--- config.mk ---
export PLATFORM = sky130hd
export DESIGN_NAME = axi4_lite_sub_flat
export DESIGN_NICKNAME = d
export VERILOG_FILES = /design/src/rtl/axi4_lite_sub_if.sv /design/src/rtl/axi4_lite_sub.sv /design/src/flat_wrapper.sv
export SDC_FILE = /design/constraint.sdc
export NUM_CORES = 1
export LEC_CHECK = 0
export ABC_CLOCK_PERIOD_IN_PS = 2300
export CAP_MARGIN = 10
export CORE_UTILIZATION = 40
export DETAILED_ROUTE_END_ITERATION = 10
export GPL_TIMING_DRIVEN = 0
export PLACE_DENSITY = 0.68
export SLEW_MARGIN = 40
export SYNTH_ARGS = -nofsm -noshare
export SYNTH_HDL_FRONTEND = slang
export SYNTH_SLANG_ARGS = --single-unit
--- constraint.sdc ---
create_clock -name aclk -period 2.3 [get_ports aclk]
set_input_delay 0.46 -clock aclk [delete_from_list [all_inputs] [get_ports aclk]]
set_output_delay 0.46 -clock aclk [all_outputs]
set_load 0.01 [all_outputs]
--- src/rtl/axi4_lite_sub_if.sv ---
// AXI4-Lite bundle shared by the register subordinate and whatever manager drives it.
interface axi4_if #(
  parameter int ADDR_WIDTH = 32,
  parameter int DATA_WIDTH = 32
);
  logic [ADDR_WIDTH-1:0] awaddr;
  logic                  awvalid;
  logic                  awready;
  logic [DATA_WIDTH-1:0] wdata;
  logic                  wvalid;
  logic                  wready;
  logic [1:0]            bresp;
  logic                  bvalid;
  logic                  bready;
  logic [ADDR_WIDTH-1:0] araddr;
  logic                  arvalid;
  logic                  arready;
  logic [DATA_WIDTH-1:0] rdata;
  logic [1:0]            rresp;
  logic                  rvalid;
  logic                  rready;

  modport subordinate (
    input  awaddr, awvalid, wdata, wvalid, bready, araddr, arvalid, rready,
    output awready, wready, bresp, bvalid, arready, rdata, rresp, rvalid
  );

  modport manager (
    output awaddr, awvalid, wdata, wvalid, bready, araddr, arvalid, rready,
    input  awready, wready, bresp, bvalid, arready, rdata, rresp, rvalid
  );
endinterface

--- src/rtl/axi4_lite_sub.sv ---
// AXI4-Lite subordinate with four read/write registers at 0x00..0x0C.
// Define AXI4_LITE_SUB_DECERR_EN to answer addresses >= 0x10 with SLVERR instead of aliasing.
module axi4_lite_sub #(
  parameter int DATA_WIDTH = 32,
  parameter int ADDR_WIDTH = 32
) (
  input  logic aclk,
  input  logic aresetn,
  axi4_if.subordinate s_axi
);

  localparam logic [1:0] RESP_OKAY   = 2'b00;
  localparam logic [1:0] RESP_SLVERR = 2'b10;

  logic [DATA_WIDTH-1:0] regs [4];

  logic                  ready_en;
  logic                  aw_held;
  logic                  w_held;
  logic [ADDR_WIDTH-1:0] aw_addr_q;
  logic [DATA_WIDTH-1:0] w_data_q;
  logic                  bvalid_q;
  logic [1:0]            bresp_q;
  logic                  rvalid_q;
  logic [DATA_WIDTH-1:0] rdata_q;
  logic [1:0]            rresp_q;

  logic                  aw_hs, w_hs, b_hs, ar_hs, r_hs;
  logic                  do_write;
  logic [ADDR_WIDTH-1:0] wr_addr;
  logic [DATA_WIDTH-1:0] wr_data;
  logic                  wr_err, rd_err;

  // Readies stay low during reset and rise on the first edge after release.
  assign s_axi.awready = ready_en & ~aw_held & ~bvalid_q;
  assign s_axi.wready  = ready_en & ~w_held  & ~bvalid_q;
  assign s_axi.arready = ready_en & ~rvalid_q;
  assign s_axi.bvalid  = bvalid_q;
  assign s_axi.bresp   = bresp_q;
  assign s_axi.rvalid  = rvalid_q;
  assign s_axi.rdata   = rdata_q;
  assign s_axi.rresp   = rresp_q;

  assign aw_hs = s_axi.awvalid & s_axi.awready;
  assign w_hs  = s_axi.wvalid  & s_axi.wready;
  assign b_hs  = bvalid_q      & s_axi.bready;
  assign ar_hs = s_axi.arvalid & s_axi.arready;
  assign r_hs  = rvalid_q      & s_axi.rready;

  // A write fires on whichever edge completes the address/data pair.
  assign wr_addr  = aw_held ? aw_addr_q : s_axi.awaddr;
  assign wr_data  = w_held  ? w_data_q  : s_axi.wdata;
  assign do_write = (aw_held | aw_hs) & (w_held | w_hs) & ~bvalid_q;

`ifdef AXI4_LITE_SUB_DECERR_EN
  assign wr_err = |wr_addr[ADDR_WIDTH-1:4];
  assign rd_err = |s_axi.araddr[ADDR_WIDTH-1:4];
  logic unused_addr_bits;
  assign unused_addr_bits = ^{wr_addr[1:0], s_axi.araddr[1:0]};
`else
  assign wr_err = 1'b0;
  assign rd_err = 1'b0;
  logic unused_addr_bits;
  assign unused_addr_bits = ^{wr_addr[ADDR_WIDTH-1:4], wr_addr[1:0],
                              s_axi.araddr[ADDR_WIDTH-1:4], s_axi.araddr[1:0]};
`endif

  // NOTE: the register file is reset explicitly because software relies on it reading zero
  // after reset; with only four words the reset fan-out is negligible.
  always_ff @(posedge aclk or negedge aresetn) begin
    if (!aresetn) begin
      for (int i = 0; i < 4; i++) regs[i] <= '0;
    end else if (do_write && !wr_err) begin
      regs[wr_addr[3:2]] <= wr_data;
    end
  end

  always_ff @(posedge aclk or negedge aresetn) begin
    if (!aresetn) begin
      ready_en  <= 1'b0;
      aw_held   <= 1'b0;
      w_held    <= 1'b0;
      aw_addr_q <= '0;
      w_data_q  <= '0;
      bvalid_q  <= 1'b0;
      bresp_q   <= RESP_OKAY;
    end else begin
      ready_en <= 1'b1;
      if (b_hs) begin
        bvalid_q <= 1'b0;
        aw_held  <= 1'b0;
        w_held   <= 1'b0;
      end else begin
        if (aw_hs) begin
          aw_held   <= 1'b1;
          aw_addr_q <= s_axi.awaddr;
        end
        if (w_hs) begin
          w_held   <= 1'b1;
          w_data_q <= s_axi.wdata;
        end
        if (do_write) begin
          bvalid_q <= 1'b1;
          bresp_q  <= wr_err ? RESP_SLVERR : RESP_OKAY;
        end
      end
    end
  end

  // NOTE: non-blocking assignment means a read on the same edge as a write to the
  // same register samples the old contents, which is the intended ordering.
  always_ff @(posedge aclk or negedge aresetn) begin
    if (!aresetn) begin
      rvalid_q <= 1'b0;
      rdata_q  <= '0;
      rresp_q  <= RESP_OKAY;
    end else if (ar_hs) begin
      rvalid_q <= 1'b1;
      rdata_q  <= rd_err ? '0 : regs[s_axi.araddr[3:2]];
      rresp_q  <= rd_err ? RESP_SLVERR : RESP_OKAY;
    end else if (r_hs) begin
      rvalid_q <= 1'b0;
    end
  end

endmodule

--- src/flat_wrapper.sv ---
// flat-port wrapper written by rule: the top's interface ports become plain ports
module axi4_lite_sub_flat 
#(
  parameter int DATA_WIDTH = 32,
  parameter int ADDR_WIDTH = 32
)
  (aclk, aresetn, s_axi_awaddr, s_axi_awvalid, s_axi_wdata, s_axi_wvalid, s_axi_bready, s_axi_araddr, s_axi_arvalid, s_axi_rready, s_axi_awready, s_axi_wready, s_axi_bresp, s_axi_bvalid, s_axi_arready, s_axi_rdata, s_axi_rresp, s_axi_rvalid);
  axi4_if #(.ADDR_WIDTH(ADDR_WIDTH), .DATA_WIDTH(DATA_WIDTH)) s_axi_i ();
  input  logic aclk;
  input  logic aresetn;
  input wire logic [$bits(s_axi_i.awaddr)-1:0] s_axi_awaddr;
  input wire logic [$bits(s_axi_i.awvalid)-1:0] s_axi_awvalid;
  input wire logic [$bits(s_axi_i.wdata)-1:0] s_axi_wdata;
  input wire logic [$bits(s_axi_i.wvalid)-1:0] s_axi_wvalid;
  input wire logic [$bits(s_axi_i.bready)-1:0] s_axi_bready;
  input wire logic [$bits(s_axi_i.araddr)-1:0] s_axi_araddr;
  input wire logic [$bits(s_axi_i.arvalid)-1:0] s_axi_arvalid;
  input wire logic [$bits(s_axi_i.rready)-1:0] s_axi_rready;
  output wire logic [$bits(s_axi_i.awready)-1:0] s_axi_awready;
  output wire logic [$bits(s_axi_i.wready)-1:0] s_axi_wready;
  output wire logic [$bits(s_axi_i.bresp)-1:0] s_axi_bresp;
  output wire logic [$bits(s_axi_i.bvalid)-1:0] s_axi_bvalid;
  output wire logic [$bits(s_axi_i.arready)-1:0] s_axi_arready;
  output wire logic [$bits(s_axi_i.rdata)-1:0] s_axi_rdata;
  output wire logic [$bits(s_axi_i.rresp)-1:0] s_axi_rresp;
  output wire logic [$bits(s_axi_i.rvalid)-1:0] s_axi_rvalid;
  assign s_axi_i.awaddr = s_axi_awaddr;
  assign s_axi_i.awvalid = s_axi_awvalid;
  assign s_axi_i.wdata = s_axi_wdata;
  assign s_axi_i.wvalid = s_axi_wvalid;
  assign s_axi_i.bready = s_axi_bready;
  assign s_axi_i.araddr = s_axi_araddr;
  assign s_axi_i.arvalid = s_axi_arvalid;
  assign s_axi_i.rready = s_axi_rready;
  assign s_axi_awready = s_axi_i.awready;
  assign s_axi_wready = s_axi_i.wready;
  assign s_axi_bresp = s_axi_i.bresp;
  assign s_axi_bvalid = s_axi_i.bvalid;
  assign s_axi_arready = s_axi_i.arready;
  assign s_axi_rdata = s_axi_i.rdata;
  assign s_axi_rresp = s_axi_i.rresp;
  assign s_axi_rvalid = s_axi_i.rvalid;
  axi4_lite_sub #(.DATA_WIDTH(DATA_WIDTH), .ADDR_WIDTH(ADDR_WIDTH)) u_core (.aclk(aclk), .aresetn(aresetn), .s_axi(s_axi_i));
endmodule
==> results.py <==
metrics = {
    "clock_network": {
        "insertion_delay_ns": 0.44,
        "cts.sinks": 199,
        "numCtsBuffers": 17,
        "cts_tree": "built",
        "post_cts_buffers": 0,
        "clk_pin_slew_ns": 0.07,
        "htreeDepth": 4,
        "root_buffer": "clkbuf_16",
        "cts_buffer_depth": 2,
    },
    "critical_path": {
        "reg2reg_setup_slack_ns": 0.23,
        "end_kind": "output pin",
        "crit_chain": "nand2b_1, nor2_1, clkdlybuf4s50_1",
        "cp_num_buf_inv": 1,
        "worstPathArrival_ns": 1.77,
        "rr_startpoint": "u_core.w_held",
        "cp-startpoint": "u_core.s_axi.bvalid",
        "rr_endpoint": "u_core.regs[4]",
        "crit_path_start_kind": "flip-flop",
        "worstPathRequired_ns": 1.84,
        "critical_path_class": "flip-flop to output pin",
        "cp_top_family": "buffers and inverters",
        "path_max_fanout": 8,
        "cp_slowest_cell": "clkdlybuf4s50_1",
        "cp_slowest_stage_delay_ns": 0.56,
        "reg2regPathDepth": 6,
    },
    "synthesis": {
        "synth-seq-cells": 199,
        "ys_warn_count": 0,
        "netlist_top_cells_area": "dfrtp_1, mux2_2, mux2_4",
        "syn_inst": 521,
        "synthArstFlopShare": 1.00,
        "synth.distinct_cells": 26,
        "yosysMostFrequentCell": "dfrtp_1",
        "syn-cell-area_um2": 8870,
        "synth_top_cell_by_area": "dfrtp_1",
        "synth_edf_count": 0,
        "synthTopCellsByCount": "dfrtp_1, mux2_2, mux2_4, mux4_2, buf_2",
        "avgSynthCellArea_um2": 17.0,
        "seq_area_frac_synth": 0.562,
        "synthFlopType": "dfrtp_1",
        "synth_top_area_frac": 0.562,
    },
    "global_route": {
        "grt_max_degree": 79,
        "grt_use_total": 0.174,
        "grt-ovfl-total": 0,
        "grt_pass1_wl_mm": 29.4,
        "antenna_found_initial": 0,
        "grt_pass1_vias": 5271,
    },
    "timing": {
        "setup_viol": 0,
        "worst-slew-pin-transition_ns": 0.783,
        "rsz0062_at_grt": "false",
        "period_share": 0.971,
        "fmax_mhz": 448,
        "finalHoldViolCount": 0,
        "layout_min_cycle_time_ns": 2.23,
        "timing.slew.headroom": 0.478,
        "slew_violations": 0,
        "clock_skew_ns": 0.0113,
    },
    "route": {
        "wl_per_cell_um": 19.6,
        "finalWirelength_mm": 18.0,
        "drc": 0,
        "num_vias": 4765,
        "first_pass_iters": 4,
        "drt-vias-per-instance": 5.20,
        "postRouteAntennaNets": 0,
        "drtIter0Drc": 115,
    },
    "floorplan": {
        "die_h_um": 151,
        "ios": 144,
        "die_area_um2": 22800,
        "core_um2": 21800,
        "initial_core_util": 0.408,
        "die_x_um": 151,
        "row_count": 54,
    },
    "status": {
        "status": "finished clean",
    },
    "layout": {
        "diodes": 0,
        "finalNetCount": 727,
        "multi_input_area_um2": 3680,
        "seq_area_um2": 4980,
        "final_area_um2": 10600,
        "layout-drive-gt1-share": 0.502,
        "n_fill_cell": 1824,
        "fin_cells": 917,
        "syn2layout_area_growth_pct": 20.0,
    },
    "power": {
        "power_density_nw_per_um2": 1330,
        "leakagePower_uw": 0.00473,
        "ir_worst_vdd_v": 0.000726,
    },
    "place": {
        "place.gp.congestion": 0.733,
        "placed_area_um2": 10100,
        "place.detailed.hpwl_mm": 12.0,
        "numPortBuffers": 78,
        "dp_cells": 884,
    },
    "min_path": {
        "min-delay-start": "u_core.regs[28]",
        "hold_path_depth": 1,
        "min_path_type": "flip-flop to flip-flop",
        "holdPathEnd": "u_core.regs[28]",
    },
    "job": {
        "drv_cap": 0,
    },
}
==> through the flow <==
stage / hold WS (ns) / setup slack [ns] / util / setup TNS (ns) / total power, uW
2_1_floorplan: 0.164 / 0.424 / - / 0 / 9720
3_3_place_gp: 0.470 / -7.04 / 0.460 / -1410.32 / 11100
3_5_place_dp: 0.425 / -0.252 / 0.463 / -13.89 / 11500
4_1_cts: 0.500 / 0.0154 / 0.489 / 0 / 14300
5_1_grt: 0.516 / 0.0414 / 0.489 / 0 / 15000
6_report: 0.493 / 0.0676 / 0.489 / 0 / 14200
==> power by group <==
part / internal (uW) / leakage, uW / switching [uW]
combinational: 3370 / 0.00205 / 1880
clock: 1440 / 0.000266 / 1380
sequential: 5230 / 0.00242 / 887
==> kinds of logic (layout without fill, tap and decap cells) <==
group	count (synthesis)	in the layout	share of synthesized area
AND/OR/NAND/NOR	18	18	0.0120
AO/OA/AOI/OAI	5	5	0.00339
flip-flops	199	199	0.562
multiplexers	261	261	0.397
buffers and inverters	36	149	0.0248
other	2	5	0.000847
==> state kept, by name, indices dropped and copies added, names as in the netlist, 2 cells and up <==
register            cells
u_core.s_axi.rdata     32
u_core.w_data_q        32
u_core.regs           128
u_core.aw_addr_q        2
==> final cells by class <==
type,instances,share of cell area
Multi-Input combinational cell,289,0.346
Buffer,35,0.0204
Sequential cell,199,0.468
Inverter,1,0.000353
Tap cell,280,0.0329
Clock inverter,14,0.0107
Timing Repair Buffer,81,0.0802
Clock buffer,18,0.0413
==> worst max-delay path by stage <==
stage                                        end  slack [ns]  depth (start not counted)
after CTS                           s_axi_wready        0.02                          3
after global placement    u_core.s_axi.rdata[12]       -7.04                          1
after global routing               s_axi_awready        0.04                          3
after floorplan            u_core.s_axi.rdata[1]        0.42                          4
after detailed placement  u_core.s_axi.rdata[27]       -0.25                          4
final                              s_axi_awready        0.07                          3
==> routing by layer <==
layer	share of wire	wire length (um)	global-route usage
met1	0.46	8280	0.232
met2	0.50	8930	0.286
met3	0.027	481	0.0289
met4	0.015	270	0.0615
met5	0	0	0
==> cells in the final DEF, fill, tap and decap left out, types with 4 or more instances in the layout <==
cell             netlist  routed
nand2_1                6       6
buf_4                  4       4
conb_1                 2       5
buf_2                 14      14
buf_6                  7       7
mux2_4                60      60
clkbuf_16              0      17
inv_6                  0       5
dfrtp_1              199     198
mux2_1                 4       4
mux4_2                32      32
mux2_2               163     163
clkbuf_1               7       7
clkdlybuf4s50_1        0      76
==> timing repair <==
| item | in CTS | in global routing |
|---|---|---|
| hold buffers | 1 | 0 |
| hold endpoints to repair | 54 | 0 |
| endpoints found under the setup margin | 0 | 2 |
| resized for setup | 0 | 2 |
No activity file was read; power rests on OpenSTA's default activity.
==> RTL change 1: new RTL, same flow settings <==
The option `AXI4_LITE_SUB_DECERR_EN` is turned on by a define.
--- a/src/rtl/axi4_lite_sub.sv
+++ b/src/rtl/axi4_lite_sub.sv
@@ -1,5 +1,7 @@
 // AXI4-Lite subordinate with four read/write registers at 0x00..0x0C.
 // Define AXI4_LITE_SUB_DECERR_EN to answer addresses >= 0x10 with SLVERR instead of aliasing.
+`define AXI4_LITE_SUB_DECERR_EN
+
 module axi4_lite_sub #(
   parameter int DATA_WIDTH = 32,
   parameter int ADDR_WIDTH = 32
Formal check against the unedited RTL: not equivalent (Yosys sat finds a counterexample within 4 cycles, from zero or initial values and one cycle with aresetn low).
==> RTL change 1 against the unedited design <==
Routed wire length up 17%. Synthesized area grew 14%. Worst setup slack improved by 55 ps. Sequential cell count grew 30. Cell area rose by 20%. Core utilization grew 3.2 points. Non-clock buffer count up 63. Final cell count increased by 30%. Highest routed layer unchanged.
Power is not compared: it rests on default switching activity, and its combinational part moved more than twofold at a synthesized area within 25%.
==> RTL change 1: results (changes against the unedited design) <==
Outcome
The run finished with clean final reports.

Final layout
The share of final-layout standard cells stronger than drive strength 1 is 0.376 (-0.126). The net count reported at finish is 959 (+32%).

Drt
The post-route met1 wirelength is 9.61 mm (+16%). The iteration-0 DRC count of the detailed router is 225 (+96%).

Synthesis
The commonest cells after synthesis are sky130_fd_sc_hd__dfrtp_1 (229), sky130_fd_sc_hd__mux2_2 (200), sky130_fd_sc_hd__inv_1 (38). The compound-cell area share of the yosys netlist was 0.0259 (+0.0226). The distinct cell type count of the synthesized netlist came to 33 (+27%). The mux cell area share after synthesis is 0.324 (-0.0729).

Worst hold path
The min-delay analysis places its worst path in the category in -> async.

Global routing
The pin count of the biggest net entering global routing is 74 (-6.3%). The global-route wire length before repair came to 34.7 mm (+18%). The number of global-route vias before repair was 6450 (+22%).

The total track usage is 0.168 (-0.00574). The met2 track demand over resource in global routing is 0.275 (-0.0110). The routing usage on met1 is 0.232 (about the same). The met3 routing resource usage after global routing came to 0.0331 (+0.00421).

Clock tree
The level count of the clock H-tree was 1 (-3). The deepest clock path buffer count is 3 (+1).

Placement
The worst setup timing slack at the placement stage is -416 ps (-164 ps). The final estimated routing congestion in global placement is 0.708 (-3.4%).

Timing
The slew at the pin closest to its max-slew limit is 757 ps (-26.2 ps). The final period demand of the worst path is 2180 ps (-54.5 ps).

Worst setup path
The end of the critical path is s_axi_arready. The launching point of the worst reg2reg path is u_core.aw_addr_q[25]. The reg2reg setup slack was 160 ps (-70 ps).
## RTL change 1: cell types whose count changed in the layout (fill, tap and decap cells not counted), sizes merged, moves of 4 or more
cell / change
nand2: +29
nand4: +5
o32ai: +4
mux2: -6
dfrtp: +30
nor4: +16
inv: +31
clkbuf: +22
o21ai: +35
clkdlybuf4s50: +57
nand3: +4
## RTL change 1: stage by stage
stage / area (sq um) / util / power, W / TNS [ps] / hold slack [ps]
floorplan: 10100 / - / 0.00635 / 0 / 164
global placement: 11900 / 0.484 / 0.00709 / -2153630 / 465
detailed placement: 12000 / 0.487 / 0.00716 / -52030 / 296
CTS: 12800 / 0.521 / 0.0112 / 0 / 350
global route: 12800 / 0.521 / 0.0116 / 0 / 379
finish: 12800 / 0.521 / 0.0110 / 0 / 366
## RTL change 1: power breakdown
| part | internal [W] | switching (W) |
|---|---|---|
| Clock | 0.00246 | 0.00153 |
| Sequential | 0.00463 | 0.000301 |
| Combinational | 0.00113 | 0.000983 |
| Total | 0.00822 | 0.00281 |
## RTL change 1: logic make-up after synthesis
kind of cell	after synthesis
simple gates	81
flops	229
compound gates	46
buf+inv	78
other cells	2
mux	253
## RTL change 1: layout make-up
| class | count | area (sq um) |
|---|---|---|
| fillers | 2113 | 11800 |
| flip-flops and latches | 229 | 5730 |
| multi-input cells | 383 | 3990 |
| repair buffers | 140 | 1460 |
| clock buffers | 34 | 709 |
| well taps | 324 | 405 |
| plain buffers | 39 | 265 |
| inverters | 38 | 143 |
| clock inverters | 6 | 105 |
## RTL change 1: worst max-delay path, stage by stage, from the launching register on
cell and delay (ps):
sky130_fd_sc_hd__dfrtp_1 410, sky130_fd_sc_hd__nor2b_1 230, sky130_fd_sc_hd__clkdlybuf4s50_1 570
==> RTL change 2: new RTL, same settings <==
Made on the original files. Reset style: synchronous (`aresetn`), changed in 3 clocked blocks.
--- a/src/rtl/axi4_lite_sub.sv
+++ b/src/rtl/axi4_lite_sub.sv
@@ -67,7 +67,7 @@
 
   // NOTE: the register file is reset explicitly because software relies on it reading zero
   // after reset; with only four words the reset fan-out is negligible.
-  always_ff @(posedge aclk or negedge aresetn) begin
+  always_ff @(posedge aclk) begin
     if (!aresetn) begin
       for (int i = 0; i < 4; i++) regs[i] <= '0;
     end else if (do_write && !wr_err) begin
@@ -75,7 +75,7 @@
     end
   end
 
-  always_ff @(posedge aclk or negedge aresetn) begin
+  always_ff @(posedge aclk) begin
     if (!aresetn) begin
       ready_en  <= 1'b0;
       aw_held   <= 1'b0;
@@ -109,7 +109,7 @@
 
   // NOTE: non-blocking assignment means a read on the same edge as a write to the
   // same register samples the old contents, which is the intended ordering.
-  always_ff @(posedge aclk or negedge aresetn) begin
+  always_ff @(posedge aclk) begin
     if (!aresetn) begin
       rvalid_q <= 1'b0;
       rdata_q  <= '0;
Formal check against the unedited RTL: differs if aresetn is asserted again (counterexample within 4 cycles, from zero or initial values and one cycle with aresetn low); with aresetn held inactive, the same outputs for 4 cycles.
==> RTL change 2 against the unedited design <==
Routed wire length grew 1.1%. Non-clock buffer count increased by 17. Cell area decreased by 4.6%. Worst setup slack better by 66 ps. Sequential cell count unchanged. Synthesized area down 6.0%. Hold slack lost 41 ps.
Power is not compared: it rests on default switching activity, and its combinational part moved more than twofold at a synthesized area within 25%.
==> RTL change 2: results (changes against the unedited design) <==
Worst setup path
The cell family contributing the most delay on the critical path is buffers and inverters. The cell at the slowest stage of the critical path is sky130_fd_sc_hd__clkdlybuf4s50_1. The critical-path maximum fanout is 7 (-1). The maximum single-stage delay on the critical path is 540 ps (-20 ps).

The data arrival at the endpoint of the critical path came to 1710 ps (-60 ps).

Drt
The iteration-0 DRC count of the detailed router is 294 (+160%). The post-route met1 wirelength is 8.18 mm (-1.3%). The per-cell via count in the routed design is 5.08 (-2.2%). The routed wire length is 18.2 mm (+1.1%). The wire length on met3 is 796 microns (+65%). The routed length on met2 is 8.84 mm (-0.99%). The number of optimization iterations in the first detailed-route pass was 5 (+1).

Clock tree
The clock tree root driver cell is sky130_fd_sc_hd__clkbuf_16. The clock transition time at the flip-flop clock pins of the worst setup and hold paths is 70 ps (about the same).

Placement
The worst setup timing slack at the placement stage came to -631 ps (-379 ps). The final estimated routing congestion in global placement is 0.723 (-1.4%). The placed wire-length estimate after detailed placement came to 12.1 mm (+0.45%). The total of buffers placed on input and output ports is 78 (unchanged).

Timing
The clock tree skew after final layout is 7.35 ps (-3.94 ps). The slew at the pin closest to its max-slew limit is 687 ps (-96.0 ps).

Global routing
The number of antenna violations at the first check in global routing is 0 (unchanged). The number of global-route vias before repair is 5151 (-2.3%). The pin count of the biggest net entering global routing came to 33 (-58%). The global-route wire length before repair is 28.2 mm (-4.1%). The total track usage came to 0.176 (+0.00174).

Synthesis
Ranked by total cell area, the synthesized netlist is headed by sky130_fd_sc_hd__edfxtp_1 (46%), sky130_fd_sc_hd__dfxtp_1 (17%), sky130_fd_sc_hd__mux4_2 (8.1%). The proportion of register bits with asynchronous set or reset after synthesis is 0 (-1.00). Summed over all instances, the cell type with the most area after synthesis is sky130_fd_sc_hd__edfxtp_1. Sorting the synthesized cells by how often they occur yields sky130_fd_sc_hd__nor2_1 (130), sky130_fd_sc_hd__edfxtp_1 (128), sky130_fd_sc_hd__nand2_1 (100). The share of the yosys chip area belonging to registers is 0.632 (+0.0702). The count of flip-flops with a built-in enable after synthesis is 128 (+128). The distinct cell type count of the synthesized netlist was 36 (+38%).

Final layout
The share of final-layout standard cells stronger than drive strength 1 came to 0.191 (-0.312). The net count reported at finish was 850 (+17%). The number of flip-flops in the largest register is 128 (unchanged).

Outcome
The run finished with clean final reports.
==> RTL change 2: power breakdown <==
part / total (W) / internal (W) / switching [W]
registers: 0.00404 / 0.00397 / 0.0000624
clock network: 0.00299 / 0.00172 / 0.00127
logic: 0.000813 / 0.000382 / 0.000431
total: 0.00784 / 0.00608 / 0.00176
==> RTL change 2: path summary, 6_finish.rpt <==
| path | slack, ps | start | depth (start not counted) | endpoint |
|---|---|---|---|---|
| worst min register to register | 450 | u_core.w_data_q[18] | 2 | u_core.w_data_q[18] |
| worst max-delay path | 130 | u_core.s_axi.bvalid | 4 | s_axi_awready |
| worst min-delay path | 450 | u_core.w_data_q[18] | 2 | u_core.w_data_q[18] |
| worst max register to register | 140 | u_core.w_held | 7 | u_core.regs[3][15] |
==> RTL change 2: layer usage <==
metal  up-vias  global-route usage
met5         -                   0
met2       155               0.287
met4         0              0.0708
met1      2546               0.235
met3        23              0.0256
li1       2512                   -
==> RTL change 2: logic make-up (layout without fill, tap and decap cells) <==
kind of cell | after synthesis | count (layout) | synth area share
AOI/OAI and AO/OA | 76 | 76 | 0.0755
and+or+nand+nor | 249 | 249 | 0.122
muxes | 66 | 66 | 0.133
DFF | 199 | 199 | 0.632
buffers and inverters | 53 | 166 | 0.0372
other | 1 | 4 | 0.000450
==> RTL change 2: metrics by stage <==
stage / total power, W / hold slack, ps / cells / instance area [sq um] / TNS (ps)
2_1_floorplan: 0.00459 / 432 / 647 / 8350 / 0
4_1_cts: 0.00788 / 453 / 1030 / 10100 / 0
3_5_place_dp: 0.00493 / 444 / 998 / 9540 / -67400
6_report: 0.00784 / 452 / 1030 / 10100 / 0
3_3_place_gp: 0.00491 / 437 / 995 / 9470 / -155490
5_1_grt: 0.00807 / 463 / 1030 / 10100 / 0
==> RTL change 2: repair_timing <==
action                     4_1_cts  5_1_grt
setup endpoints to repair      106       65
gates cloned                     0        0
buffers inserted                 1        0
gates resized for setup          0        4
hold buffers                     0        0
pin swaps                        1        0
==> RTL change 2: layout make-up <==
cell class / count / area, sq um
clock buffer: 21 / 450
timing repair buffer: 82 / 832
clock inverter: 11 / 131
inverter: 1 / 3.75
sequential: 199 / 5270
tap: 270 / 338
fill: 1810 / 10200
multi-input combinational: 395 / 2820
buffer: 51 / 304
==> RTL change 2: worst reg2reg max path, delay by kind of cell (launching register included) <==
family	cells	cell delay [ps]
simple gates	1	330
compound gates	2	480
buf+inv	4	760
flops	1	300
